<file path="src/rtl/scroll_pkg.sv">
// ---------------------------------------------------------------------------
// scroll_pkg
// Shared types and constants for the scrolling message controller.
//   state_e     : controller states (IDLE, LOAD, SCROLL, HOLD), encoded as
//                 seen on state_o
//   char_t      : one ASCII character
//   ASCII_SPACE : blank character shown on every digit while no message is
//                 being scrolled
// ---------------------------------------------------------------------------
package scroll_pkg;

    localparam int CHAR_W = 8;

    typedef logic [CHAR_W-1:0] char_t;

    localparam char_t ASCII_SPACE = 8'h20;

    typedef enum logic [1:0] {
        IDLE   = 2'd0,
        LOAD   = 2'd1,
        SCROLL = 2'd2,
        HOLD   = 2'd3
    } state_e;

endpackage

</file>
<file path="src/rtl/scroll_msg_ctrl_if.sv">
// ---------------------------------------------------------------------------
// scroll_msg_ctrl_if
// Character write stream from a message requester into the controller.
//   wr_valid : requester presents a character
//   wr_ready : controller accepts the character this cycle
//   wr_char  : ASCII character
//   wr_last  : final character of the message
// Handshake: a beat transfers on every rising clock edge where
// wr_valid && wr_ready. The controller holds wr_ready high in every state,
// so a requester never has to stall; wr_char/wr_last are only meaningful
// while wr_valid is high.
// Modports: master = requester side, slave = controller side.
// ---------------------------------------------------------------------------
interface scroll_msg_ctrl_if #(
    parameter int CHAR_WIDTH = 8
);
    logic                  wr_valid;
    logic                  wr_ready;
    logic [CHAR_WIDTH-1:0] wr_char;
    logic                  wr_last;

    modport master (
        output wr_valid,
        output wr_char,
        output wr_last,
        input  wr_ready
    );

    modport slave (
        input  wr_valid,
        input  wr_char,
        input  wr_last,
        output wr_ready
    );
endinterface

</file>
<file path="src/rtl/wrap_index.sv">
// ---------------------------------------------------------------------------
// wrap_index
// Combinational (pos + K) mod len for one display digit, without a divider.
//   pos : current scroll position, always < len while a message is shown
//   len : message length (>= 1 whenever the result is used)
//   idx : buffer index of the character shown on this digit
// Parameters: W = index width, K = digit offset from the leftmost digit,
// STAGES = number of conditional-subtract stages.
// With pos < len and K < NUM_DISPLAYS, the sum exceeds len by at most
// NUM_DISPLAYS-1 multiples (worst case len = 1), so NUM_DISPLAYS+1 stages
// always reduce it fully. len = 0 only occurs when the output is ignored;
// subtracting zero is then a harmless no-op.
// ---------------------------------------------------------------------------
module wrap_index #(
    parameter int W      = 5,
    parameter int K      = 0,
    parameter int STAGES = 7
) (
    input  logic [W-1:0] pos,
    input  logic [W-1:0] len,
    output logic [W-1:0] idx
);
    // Wide enough to hold (2^W - 1) + K without overflow.
    localparam int SW = W + $clog2(K + 2);

    logic [SW-1:0] len_ext;
    logic [SW-1:0] acc;

    always_comb begin
        len_ext = SW'(len);
        acc     = SW'(pos) + SW'(K);
        for (int s = 0; s < STAGES; s++) begin
            if (acc >= len_ext) begin
                acc = acc - len_ext;
            end
        end
        idx = W'(acc);
    end
endmodule

</file>
<file path="src/rtl/scroll_msg_ctrl.sv">
// ---------------------------------------------------------------------------
// scroll_msg_ctrl
// Loads a message over a valid/ready character stream into a buffer and
// scrolls it across a NUM_DISPLAYS-digit seven-segment window, one step per
// unpaused speed tick, dwelling HOLD_TICKS ticks at position 0 after each
// full loop.
// Ports:
//   clk_50mhz, reset_n : clock, asynchronous active-low reset
//   tick               : one-cycle scroll-step strobe
//   dir_switch         : 1 = pos increments, 0 = pos decrements
//   pause_switch       : 1 = ticks ignored
//   wr                 : character write stream (slave side)
//   display_chars      : registered window, [NUM_DISPLAYS-1] = leftmost
//   msg_len            : stored message length
//   frame_done         : one-cycle pulse when pos wraps into 0
//   state_o            : current state (IDLE=0, LOAD=1, SCROLL=2, HOLD=3)
// ---------------------------------------------------------------------------
module scroll_msg_ctrl
    import scroll_pkg::*;
#(
    parameter int MSG_MAX      = 16,
    parameter int CHAR_WIDTH   = 8,
    parameter int NUM_DISPLAYS = 6,
    parameter int HOLD_TICKS   = 3
) (
    input  logic                         clk_50mhz,
    input  logic                         reset_n,
    input  logic                         tick,
    input  logic                         dir_switch,
    input  logic                         pause_switch,
    scroll_msg_ctrl_if.slave             wr,
    output logic [CHAR_WIDTH-1:0]        display_chars [NUM_DISPLAYS-1:0],
    output logic [$clog2(MSG_MAX+1)-1:0] msg_len,
    output logic                         frame_done,
    output logic [1:0]                   state_o
);
    localparam int LEN_W = $clog2(MSG_MAX + 1);
    localparam int AW    = (MSG_MAX > 1) ? $clog2(MSG_MAX) : 1;
    localparam int HC_W  = (HOLD_TICKS > 0) ? $clog2(HOLD_TICKS + 1) : 1;

    localparam logic [LEN_W-1:0] LEN_MAX  = LEN_W'(MSG_MAX);
    localparam logic [LEN_W-1:0] LEN_ONE  = LEN_W'(1);
    localparam logic [HC_W-1:0]  HOLD_END = HC_W'(HOLD_TICKS);
    localparam logic [HC_W-1:0]  HC_ONE   = HC_W'(1);

    localparam logic [1:0] S_IDLE   = IDLE;
    localparam logic [1:0] S_LOAD   = LOAD;
    localparam logic [1:0] S_SCROLL = SCROLL;
    localparam logic [1:0] S_HOLD   = HOLD;

    localparam logic [CHAR_WIDTH-1:0] SPACE = CHAR_WIDTH'(ASCII_SPACE);

    logic [1:0]            state_q, state_d;
    logic [LEN_W-1:0]      pos_q, pos_d;
    logic [LEN_W-1:0]      len_q, len_d;
    logic [HC_W-1:0]       hold_q, hold_d;
    logic                  frame_done_q, frame_done_d;
    logic [CHAR_WIDTH-1:0] disp_q [NUM_DISPLAYS-1:0];
    logic [CHAR_WIDTH-1:0] disp_d [NUM_DISPLAYS-1:0];
    logic [CHAR_WIDTH-1:0] buffer_q [MSG_MAX];

    logic                  beat;
    logic                  step_en;
    logic [LEN_W-1:0]      pos_step;
    logic                  buf_we;
    logic [AW-1:0]         buf_waddr;
    logic [CHAR_WIDTH-1:0] buf_wdata;
    logic [LEN_W-1:0]      win_idx [NUM_DISPLAYS];
    logic                  show;

    // No backpressure: every presented character is taken.
    assign wr.wr_ready = 1'b1;
    assign beat        = wr.wr_valid && wr.wr_ready;
    assign step_en     = tick && !pause_switch;

    // ---------------- next-state logic ----------------
    always_comb begin
        state_d      = state_q;
        pos_d        = pos_q;
        len_d        = len_q;
        hold_d       = hold_q;
        frame_done_d = 1'b0;
        buf_we       = 1'b0;
        buf_waddr    = '0;
        buf_wdata    = wr.wr_char;

        // Candidate position for one scroll step, wrapping at either end.
        if (dir_switch) begin
            pos_step = (pos_q == len_q - LEN_ONE) ? '0 : pos_q + LEN_ONE;
        end else begin
            pos_step = (pos_q == '0) ? len_q - LEN_ONE : pos_q - LEN_ONE;
        end

        case (state_q)
            S_LOAD: begin
                if (beat) begin
                    // Characters past the buffer depth are accepted but dropped.
                    if (len_q < LEN_MAX) begin
                        buf_we    = 1'b1;
                        buf_waddr = AW'(len_q);
                        len_d     = len_q + LEN_ONE;
                    end
                    if (wr.wr_last) begin
                        state_d = S_SCROLL;
                        pos_d   = '0;
                    end
                end
            end
            default: begin
                // IDLE, SCROLL, HOLD: a beat always starts a new message and
                // takes priority over a tick in the same cycle.
                if (beat) begin
                    buf_we    = 1'b1;
                    buf_waddr = '0;
                    len_d     = LEN_ONE;
                    pos_d     = '0;
                    hold_d    = '0;
                    state_d   = wr.wr_last ? S_SCROLL : S_LOAD;
                end else if (state_q == S_SCROLL && step_en) begin
                    pos_d = pos_step;
                    // Landing on 0 from either direction completes a loop.
                    if (pos_step == '0) begin
                        frame_done_d = 1'b1;
                        if (HOLD_TICKS > 0) begin
                            state_d = S_HOLD;
                            hold_d  = '0;
                        end
                    end
                end else if (state_q == S_HOLD && step_en) begin
                    hold_d = hold_q + HC_ONE;
                    if (hold_d == HOLD_END) begin
                        state_d = S_SCROLL;
                    end
                end
            end
        endcase
    end

    // ---------------- display window ----------------
    for (genvar k = 0; k < NUM_DISPLAYS; k++) begin : g_win
        wrap_index #(
            .W      (LEN_W),
            .K      (k),
            .STAGES (NUM_DISPLAYS + 1)
        ) u_wrap (
            .pos (pos_q),
            .len (len_q),
            .idx (win_idx[k])
        );
    end

    assign show = (state_q == S_SCROLL) || (state_q == S_HOLD);

    // Built from the registered pos/state, so the window lags pos by one edge.
    always_comb begin
        for (int k = 0; k < NUM_DISPLAYS; k++) begin
            disp_d[NUM_DISPLAYS-1-k] = show ? buffer_q[AW'(win_idx[k])] : SPACE;
        end
    end

    // ---------------- registers ----------------
    always_ff @(posedge clk_50mhz or negedge reset_n) begin
        if (!reset_n) begin
            state_q      <= S_IDLE;
            pos_q        <= '0;
            len_q        <= '0;
            hold_q       <= '0;
            frame_done_q <= 1'b0;
            for (int k = 0; k < NUM_DISPLAYS; k++) begin
                disp_q[k] <= SPACE;
            end
        end else begin
            state_q      <= state_d;
            pos_q        <= pos_d;
            len_q        <= len_d;
            hold_q       <= hold_d;
            frame_done_q <= frame_done_d;
            disp_q       <= disp_d;
        end
    end

    // Message storage has no reset; unused entries are never displayed.
    always_ff @(posedge clk_50mhz) begin
        if (buf_we) begin
            buffer_q[buf_waddr] <= buf_wdata;
        end
    end

    assign display_chars = disp_q;
    assign msg_len       = len_q;
    assign frame_done    = frame_done_q;
    assign state_o       = state_q;

endmodule

</file>
<file path="src/flat_wrapper.sv">
// flat-port wrapper written by rule: the top's interface ports become plain ports
module scroll_msg_ctrl_flat import scroll_pkg::*;
#(
    parameter int MSG_MAX      = 16,
    parameter int CHAR_WIDTH   = 8,
    parameter int NUM_DISPLAYS = 6,
    parameter int HOLD_TICKS   = 3
)
  (clk_50mhz, reset_n, tick, dir_switch, pause_switch, display_chars, msg_len, frame_done, state_o, wr_wr_valid, wr_wr_char, wr_wr_last, wr_wr_ready);
  scroll_msg_ctrl_if #(.CHAR_WIDTH(CHAR_WIDTH)) wr_i ();
  input  logic clk_50mhz;
  input  logic reset_n;
  input  logic tick;
  input  logic dir_switch;
  input  logic pause_switch;
  output logic [CHAR_WIDTH-1:0] display_chars[NUM_DISPLAYS-1:0];
  output logic [$clog2(MSG_MAX+1)-1:0] msg_len;
  output logic frame_done;
  output logic [1:0] state_o;
  input wire logic [$bits(wr_i.wr_valid)-1:0] wr_wr_valid;
  input wire logic [$bits(wr_i.wr_char)-1:0] wr_wr_char;
  input wire logic [$bits(wr_i.wr_last)-1:0] wr_wr_last;
  output wire logic [$bits(wr_i.wr_ready)-1:0] wr_wr_ready;
  assign wr_i.wr_valid = wr_wr_valid;
  assign wr_i.wr_char = wr_wr_char;
  assign wr_i.wr_last = wr_wr_last;
  assign wr_wr_ready = wr_i.wr_ready;
  scroll_msg_ctrl #(.MSG_MAX(MSG_MAX), .CHAR_WIDTH(CHAR_WIDTH), .NUM_DISPLAYS(NUM_DISPLAYS), .HOLD_TICKS(HOLD_TICKS)) u_core (.clk_50mhz(clk_50mhz), .reset_n(reset_n), .tick(tick), .dir_switch(dir_switch), .pause_switch(pause_switch), .wr(wr_i), .display_chars(display_chars), .msg_len(msg_len), .frame_done(frame_done), .state_o(state_o));
endmodule
</file>
<file path="config.mk">
export PLATFORM = sky130hd
export DESIGN_NAME = scroll_msg_ctrl_flat
export DESIGN_NICKNAME = d
export VERILOG_FILES = /design/src/rtl/scroll_pkg.sv /design/src/rtl/scroll_msg_ctrl_if.sv /design/src/rtl/wrap_index.sv /design/src/rtl/scroll_msg_ctrl.sv /design/src/flat_wrapper.sv
export SDC_FILE = /design/constraint.sdc
export NUM_CORES = 1
export LEC_CHECK = 0
export BUFFER_PORTS_ARGS = -buffer_cell sky130_fd_sc_hd__clkbuf_2
export CORE_AREA = 2 2 284 286
export CTS_BUF_LIST = sky130_fd_sc_hd__clkbuf_4 sky130_fd_sc_hd__clkbuf_8
export CTS_CLUSTER_SIZE = 8
export DETAILED_ROUTE_END_ITERATION = 7
export DIE_AREA = 0 0 286 288
export PLACE_DENSITY = 0.58
export SETUP_SLACK_MARGIN = 0.05
export SLEW_MARGIN = 20
export SYNTH_ARGS = -nofsm -noshare
export SYNTH_HDL_FRONTEND = slang
export SYNTH_HIERARCHICAL = 1
export SYNTH_SLANG_ARGS = --single-unit
</file>
<file path="constraint.sdc">
create_clock -name clk_50mhz -period 17.59 [get_ports clk_50mhz]
set_input_delay 0.8795 -clock clk_50mhz [delete_from_list [all_inputs] [get_ports clk_50mhz]]
set_output_delay 0.8795 -clock clk_50mhz [all_outputs]
set_load 0.005 [all_outputs]
</file>
==> results of run 1 <==
-- what timing repair did --
| action | 4_1_cts | 5_1_grt |
|---|---|---|
| endpoints found under the hold margin | 0 | 0 |
| endpoints found under the setup margin | 0 | 34 |
| gates resized for setup | 0 | 19 |
| setup buffers | 0 | 2 |
-- stage by stage --
step	area, um2	worst slack, ns	hold WS (ns)
2_1_floorplan	27300	0.850	0.488
3_3_place_gp	28800	0.848	0.499
3_5_place_dp	28800	0.350	0.525
4_1_cts	29200	0.307	0.539
5_1_grt	29300	0.0806	0.554
6_report	29300	1.19	0.518
-- final cells by class --
cell class / instances / area [um2] / share of cell area
antenna: 1 / 2.50 / 0.0000853
inverter: 118 / 443 / 0.0151
clock buffer: 18 / 248 / 0.00845
sequential: 191 / 5440 / 0.185
timing repair buffer: 110 / 714 / 0.0244
tap: 1060 / 1330 / 0.0452
clock inverter: 14 / 173 / 0.00589
multi-input combinational: 2110 / 21000 / 0.715
-- state kept, by name (all words and copies together), names as in the netlist --
signal and flops:
u_core/hold_q 2, u_core/buffer_q 128, u_core/pos_q 5, u_core/msg_len 5, u_core/frame_done 1, u_core/state_o 2
u_core/display_chars 48
-- layout by cell type (no fill, tap or decap), types with 9 or more instances in the layout --
cell,n
sky130_fd_sc_hd__xnor2_1,68
sky130_fd_sc_hd__mux2i_1,21
sky130_fd_sc_hd__a31oi_1,14
sky130_fd_sc_hd__fa_1,42
sky130_fd_sc_hd__nand3b_1,9
sky130_fd_sc_hd__o211ai_1,12
sky130_fd_sc_hd__or3_1,13
sky130_fd_sc_hd__o31ai_1,13
sky130_fd_sc_hd__mux2i_4,9
sky130_fd_sc_hd__a211oi_1,15
sky130_fd_sc_hd__a21oi_1,101
sky130_fd_sc_hd__and3_1,32
sky130_fd_sc_hd__o21a_1,33
sky130_fd_sc_hd__mux2_2,130
sky130_fd_sc_hd__and2_1,63
sky130_fd_sc_hd__inv_1,118
sky130_fd_sc_hd__nor3_1,29
sky130_fd_sc_hd__xor2_1,52
sky130_fd_sc_hd__ha_1,220
sky130_fd_sc_hd__buf_4,34
sky130_fd_sc_hd__clkbuf_2,69
sky130_fd_sc_hd__nand4_1,14
sky130_fd_sc_hd__edfxtp_1,128
sky130_fd_sc_hd__nor2_1,171
sky130_fd_sc_hd__clkbuf_8,18
sky130_fd_sc_hd__mux4_2,130
sky130_fd_sc_hd__mux2_4,19
sky130_fd_sc_hd__nor2b_1,74
sky130_fd_sc_hd__nand2_1,98
sky130_fd_sc_hd__nand3_1,65
sky130_fd_sc_hd__a21boi_0,12
sky130_fd_sc_hd__nor4_1,15
sky130_fd_sc_hd__dfrtp_1,54
sky130_fd_sc_hd__a21o_1,49
sky130_fd_sc_hd__o21ai_0,131
sky130_fd_sc_hd__mux4_1,109
sky130_fd_sc_hd__nand2b_1,62
sky130_fd_sc_hd__o21ai_1,15
sky130_fd_sc_hd__o31a_1,19
sky130_fd_sc_hd__a211o_1,9
-- per-layer routing --
| layer | GRT usage | routed length [um] |
|---|---|---|
| met1 | 0.250 | 34000 |
| met2 | 0.327 | 38800 |
| met3 | 0.0294 | 5400 |
| met4 | 0.0704 | 2860 |
| met5 | 0 | 28 |
-- critical path: cells and delay by family, from the launching register on --
family	cells	cell delay (ns)
AOI/OAI and AO/OA	22	4.09
adders and majority gates	13	3.85
and+or+nand+nor	21	3.45
muxes	8	3.30
buffers and inverters	4	0.80
DFF	1	0.60
xor gates and xnor gates	1	0.13
-- final timing paths --
path                                  startpoint                      end
worst max-delay path             u_core/pos_q[1]  u_core/display_chars[0]
max in group asynchronous                reset_n          u_core/pos_q[1]
worst max register to register   u_core/pos_q[1]  u_core/display_chars[0]
worst min-delay path                     reset_n  u_core/display_chars[0]
worst min register to register  u_core/hold_q[0]         u_core/hold_q[0]
min in group clk_50mhz          u_core/hold_q[0]         u_core/hold_q[0]
==> key figures, run 1 <==
Status
  – Outcome: finished clean

Timing
  – Transition time of the tightest slew-check pin: 1.07 ns
  – Unrepaired setup endpoints after global routing: no
  – Hold Fails Final Rpt: 0
  – Relative max-transition margin: 0.280
  – Final Setup Violations: 0
  – Fin. max-slew vios: 0
  – Max Freq: about 0.061 GHz
  – Shortest period the worst path allows: around 16 ns
  – Final clock skew: 0.0178 ns
  – Sum of negative setup slack: 0 ns
  – Final cycle utilization of the critical path: 0.932

Synth
  – Synthesized instance count: ~2,500
  – Area of the mapped netlist: approximately 27,000 um2
  – Count of synthesis-stage warnings from yosys: 6
  – Post-Syn Area per Cell: 10.9 um2
  – Synthesized net count: approximately 2,800

Route
  – Antenna Violating Nets Remaining: 0
  – Routed via count: 22,000
  – Average wire length per cell after detail routing: roughly 22 um
  – Wire length reported by the detailed router: about 81,000 um
  – Vias per cell: between 6 and 7
  – Number of remaining DRC errors: 0
  – First drt pass iteration count: 6
  – Number of DRC markers in iteration 0: about 1,700

Floorplanning
  – Number of top-level pins: between 70 and 80
  – Die Y: roughly 290 um
  – Die Width: between 200 and 300 um
  – Total core area: 79,600 um2
  – Initial Utilization: 0.343
  – Cell row count: between 100 and 150
  – DIE AREA: roughly 82,000 um2

Finish
  – Count of nets after finishing: 2,825
  – Share of cells above drive strength 1: 0.219
  – Count of filler cells inserted in the layout: a little under 8,000
  – Post-route insts no fill: 3,622
  – Area growth from synthesis to layout: 7.26%
  – Share of the core filled with cells: 0.368

Critical path
  – CP Launch Type: flop
  – R2R setup slack: 1.19 ns
  – Data arrival, critical path: about 17 ns
  – Cell occurring most often along the worst timing path: sky130_fd_sc_hd__ha_1
  – Reg2Reg Depth: 69
  – Crit-path max FO: 32
  – Data required time at the worst endpoint: roughly 18 ns
  – Critical setup path kind: reg -> reg
  – Type of element capturing the critical path: flop
  – Slowest CP cell: sky130_fd_sc_hd__mux4_1
  – Stage delay of the slowest cell on the critical path: roughly 0.66 ns

CTS
  – Depth of the CTS H-tree: 4
  – TritonCTS clock tree: yes
  – Clock insertion delay at the later pin of the skew report: between 0.4 and 0.5 ns
  – Clk slew on worst S/H paths: between 0.1 and 0.15 ns
  – Buffer levels on the longest clock path: 2
  – Clock root cell: sky130_fd_sc_hd__clkbuf_8
  – CTS Hold Buffers Added: 0
  – Total number of clock tree sinks: approximately 190
  – Number of buffers inserted during clock tree synthesis: 17

Place
  – Global placement routability congestion: between 0.9 and 1
  – Post-DP HPWL: 58,500 um
  – Number of port buffers: 70
  – Total instance count after detailed placement: approximately 3,600

Global route
  – Overflow after GRT: 0
  – Largest net degree at the start of global routing: 64
  – Via count of the first global-routing pass: 21,900
  – Number of antenna violations at the first check in global routing: 3
  – Aggregate global-route resource usage: 0.193
  – Wire length of the first global-routing pass: around 130,000 um

Min path
  – Worst min-delay path class: in -> async

Run
  – # Max-Cap Violations: 0
Power of run 1 is not shown: default switching activity piles up to over one toggle a cycle in this logic, so the estimate is an artifact.
==> run 2: changes to the inputs <==
Settings changed: ABC_AREA from default to 1, CORE_AREA 2 2 284 286 to 2 2 240 337, DIE_AREA 0 0 286 288 to 0 0 242 339.
==> key figures, run 2 <==
Finish
  – Share of cells above drive strength 1: 0.116 (-0.102)
  – Count of filler cells inserted in the layout: 8,568 (+11%)
  – Count of nets after finishing: 4,335 (+53%)
  – Largest reg by FF count: u_core/buffer_q
  – Commonest cells after routing, fill and taps aside: sky130_fd_sc_hd__nand2_1 (741), sky130_fd_sc_hd__o21ai_0 (568), sky130_fd_sc_hd__inv_1 (461), sky130_fd_sc_hd__a21oi_1 (432), sky130_fd_sc_hd__nand3_1 (315)
  – Share of the core filled with cells: 0.370 (+0.00185)
  – Footprint of the multi-input gates: 19,300 um2 (-8.0%)
  – Max reg flops: 128 (unchanged)
  – Area growth from synthesis to layout: 6.93%
  – Sequential Area: 5430 um2 (about the same)
  – Most common library cell in the layout ignoring fill and taps: sky130_fd_sc_hd__nand2_1

Route
  – Antenna Violating Nets Remaining: 0 (unchanged)
  – Routed via count: 27,800 (+26%)
  – First drt pass iteration count: 6 (unchanged)
  – Number of DRC markers in iteration 0: 2,650 (+56%)
  – Vias per cell: 5.42 (-11%)
  – Average wire length per cell after detail routing: 18.8 um (-16%)
  – Number of remaining DRC errors: 0 (unchanged)
  – Wire length reported by the detailed router: 96,500 um (+19%)

Global route
  – Overflow after GRT: 0 (unchanged)
  – Wire length of the first global-routing pass: 148,000 um (+17%)
  – Aggregate global-route resource usage: 0.230 (+0.0371)
  – Met2 usage: 0.404 (+0.0773)
  – Largest net degree at the start of global routing: 102 (+59%)
  – Number of antenna violations at the first check in global routing: 3 (unchanged)
  – Met1 track demand over resource in global routing: 0.261 (+0.0110)
  – Global Route met3 Usage: 0.0362 (+0.00678)
  – Layer carrying the most global-route usage: met2
  – Via count of the first global-routing pass: 26,200 (+20%)

CTS
  – Depth of the CTS H-tree: 4 (unchanged)
  – Buffer levels on the longest clock path: 2 (unchanged)
  – Postcts setup bufs: 0 (unchanged)
  – Clock root cell: sky130_fd_sc_hd__clkbuf_8
  – Clock insertion delay at the later pin of the skew report: 0.60 ns (+0.12 ns)
  – Clk slew on worst S/H paths: 0.14 ns (+0.02 ns)
  – CTS-repair resized insts: 0 (unchanged)
  – Total number of clock tree sinks: 191 (unchanged)
  – CTS Hold Buffers Added: 0 (unchanged)
  – Number of buffers inserted during clock tree synthesis: 17 (unchanged)
  – TritonCTS clock tree: yes

Synth
  – Synthesized net count: 4,348 (+56%)
  – Area of the mapped netlist: 27,300 um2 (-0.29%)
  – Synthesized instance count: 4,071 (+63%)
  – Post-Syn Area per Cell: 6.70 um2 (-39%)
  – Count of synthesis-stage warnings from yosys: 6 (unchanged)

Timing
  – Transition time of the tightest slew-check pin: 1.11 ns (+0.0424 ns)
  – Sum of negative setup slack: 0 ns (unchanged)
  – Worst setup slack after layout: 2.72 ns (+1.53 ns)
  – Final clock skew: 0.0332 ns (+0.0154 ns)
  – Hold Fails Final Rpt: 0 (unchanged)
  – Unrepaired setup endpoints after global routing: no
  – Max Freq: 0.0672 GHz (+10%)
  – Minimum hold slack: 0.154 ns (-0.364 ns)
  – Relative max-transition margin: 0.260 (-0.0200)
  – Shortest period the worst path allows: 14.87 ns (-1.53 ns)
  – Final Setup Violations: 0 (unchanged)
  – Fin. max-slew vios: 0 (unchanged)
  – Final cycle utilization of the critical path: 0.845 (-0.0870)

Status
  – Outcome: finished clean

Critical path
  – Critical setup path kind: reg -> reg
  – Count of buffering cells on the critical path with inverters included: 18 (+14)
  – Type of element capturing the critical path: flop
  – Family with the most delay on the worst path: compound AO/OA/AOI/OAI gates
  – Cell occurring most often along the worst timing path: sky130_fd_sc_hd__nand2_1
  – CP Launch Type: flop
  – Data required time at the worst endpoint: 18.11 ns (+0.15 ns)
  – Data arrival, critical path: 15.39 ns (-1.38 ns)
  – Stage delay of the slowest cell on the critical path: 0.81 ns (+0.15 ns)
  – R2R setup slack: 2.72 ns (+1.53 ns)
  – Slowest CP cell: sky130_fd_sc_hd__dfrtp_4
  – Crit-path max FO: 48 (+50%)

Floorplanning
  – Die Width: 242 um (-15%)
  – Die Y: 339 um (+18%)
  – Cell row count: 122 (+17%)
  – Total core area: 78,800 um2 (-1.1%)
  – Initial Utilization: 0.346 (+0.00278)
  – Number of top-level pins: 72 (unchanged)
  – DIE AREA: 82,000 um2 (-0.40%)

Place
  – Global placement routability congestion: 0.929 (+2.9%)
  – Post-DP HPWL: 70,600 um (+21%)
  – Setup slack after placement: 2.74 ns (+2.39 ns)
  – Number of port buffers: 70 (unchanged)

Min path
  – Worst min-delay path class: in -> async

Run
  – # Max-Cap Violations: 0 (unchanged)
==> run 2: worst paths after layout <==
kind / start / endpoint / cells past startpoint
worst min register to register: u_core/hold_q[1] / u_core/hold_q[1] / 2
worst min-delay path: reset_n / u_core/display_chars[20] / 1
worst max-delay path: u_core/msg_len[1] / u_core/display_chars[7] / 79
max in group asynchronous: reset_n / u_core/msg_len[1] / 2
worst max register to register: u_core/msg_len[1] / u_core/display_chars[7] / 79
min in group clk_50mhz: u_core/hold_q[1] / u_core/hold_q[1] / 2
==> run 2: metal layers <==
metal | wire (um) | up-vias
li1 | - | 13800
met1 | 36600 | 12600
met2 | 46900 | 1035
met3 | 6520 | 272
met4 | 6500 | 4
met5 | 30 | -
==> run 2: final cells by class <==
class / instances / share of cell area
antenna: 1 / 0.0000858
clock buffer: 17 / 0.00803
clock inverter: 15 / 0.00588
inverter: 523 / 0.0675
multi-input combinational: 3206 / 0.662
sequential: 191 / 0.186
tap: 1054 / 0.0452
timing repair buffer: 119 / 0.0247
==> run 2: metrics by stage <==
step	area, um2	instances
after detailed placement	28700	5093
final	29100	5126
after global placement	28700	5093
after CTS	29100	5125
after global routing	29100	5126
after floorplan	27300	4071
Power of run 2 is left out for the same reason.
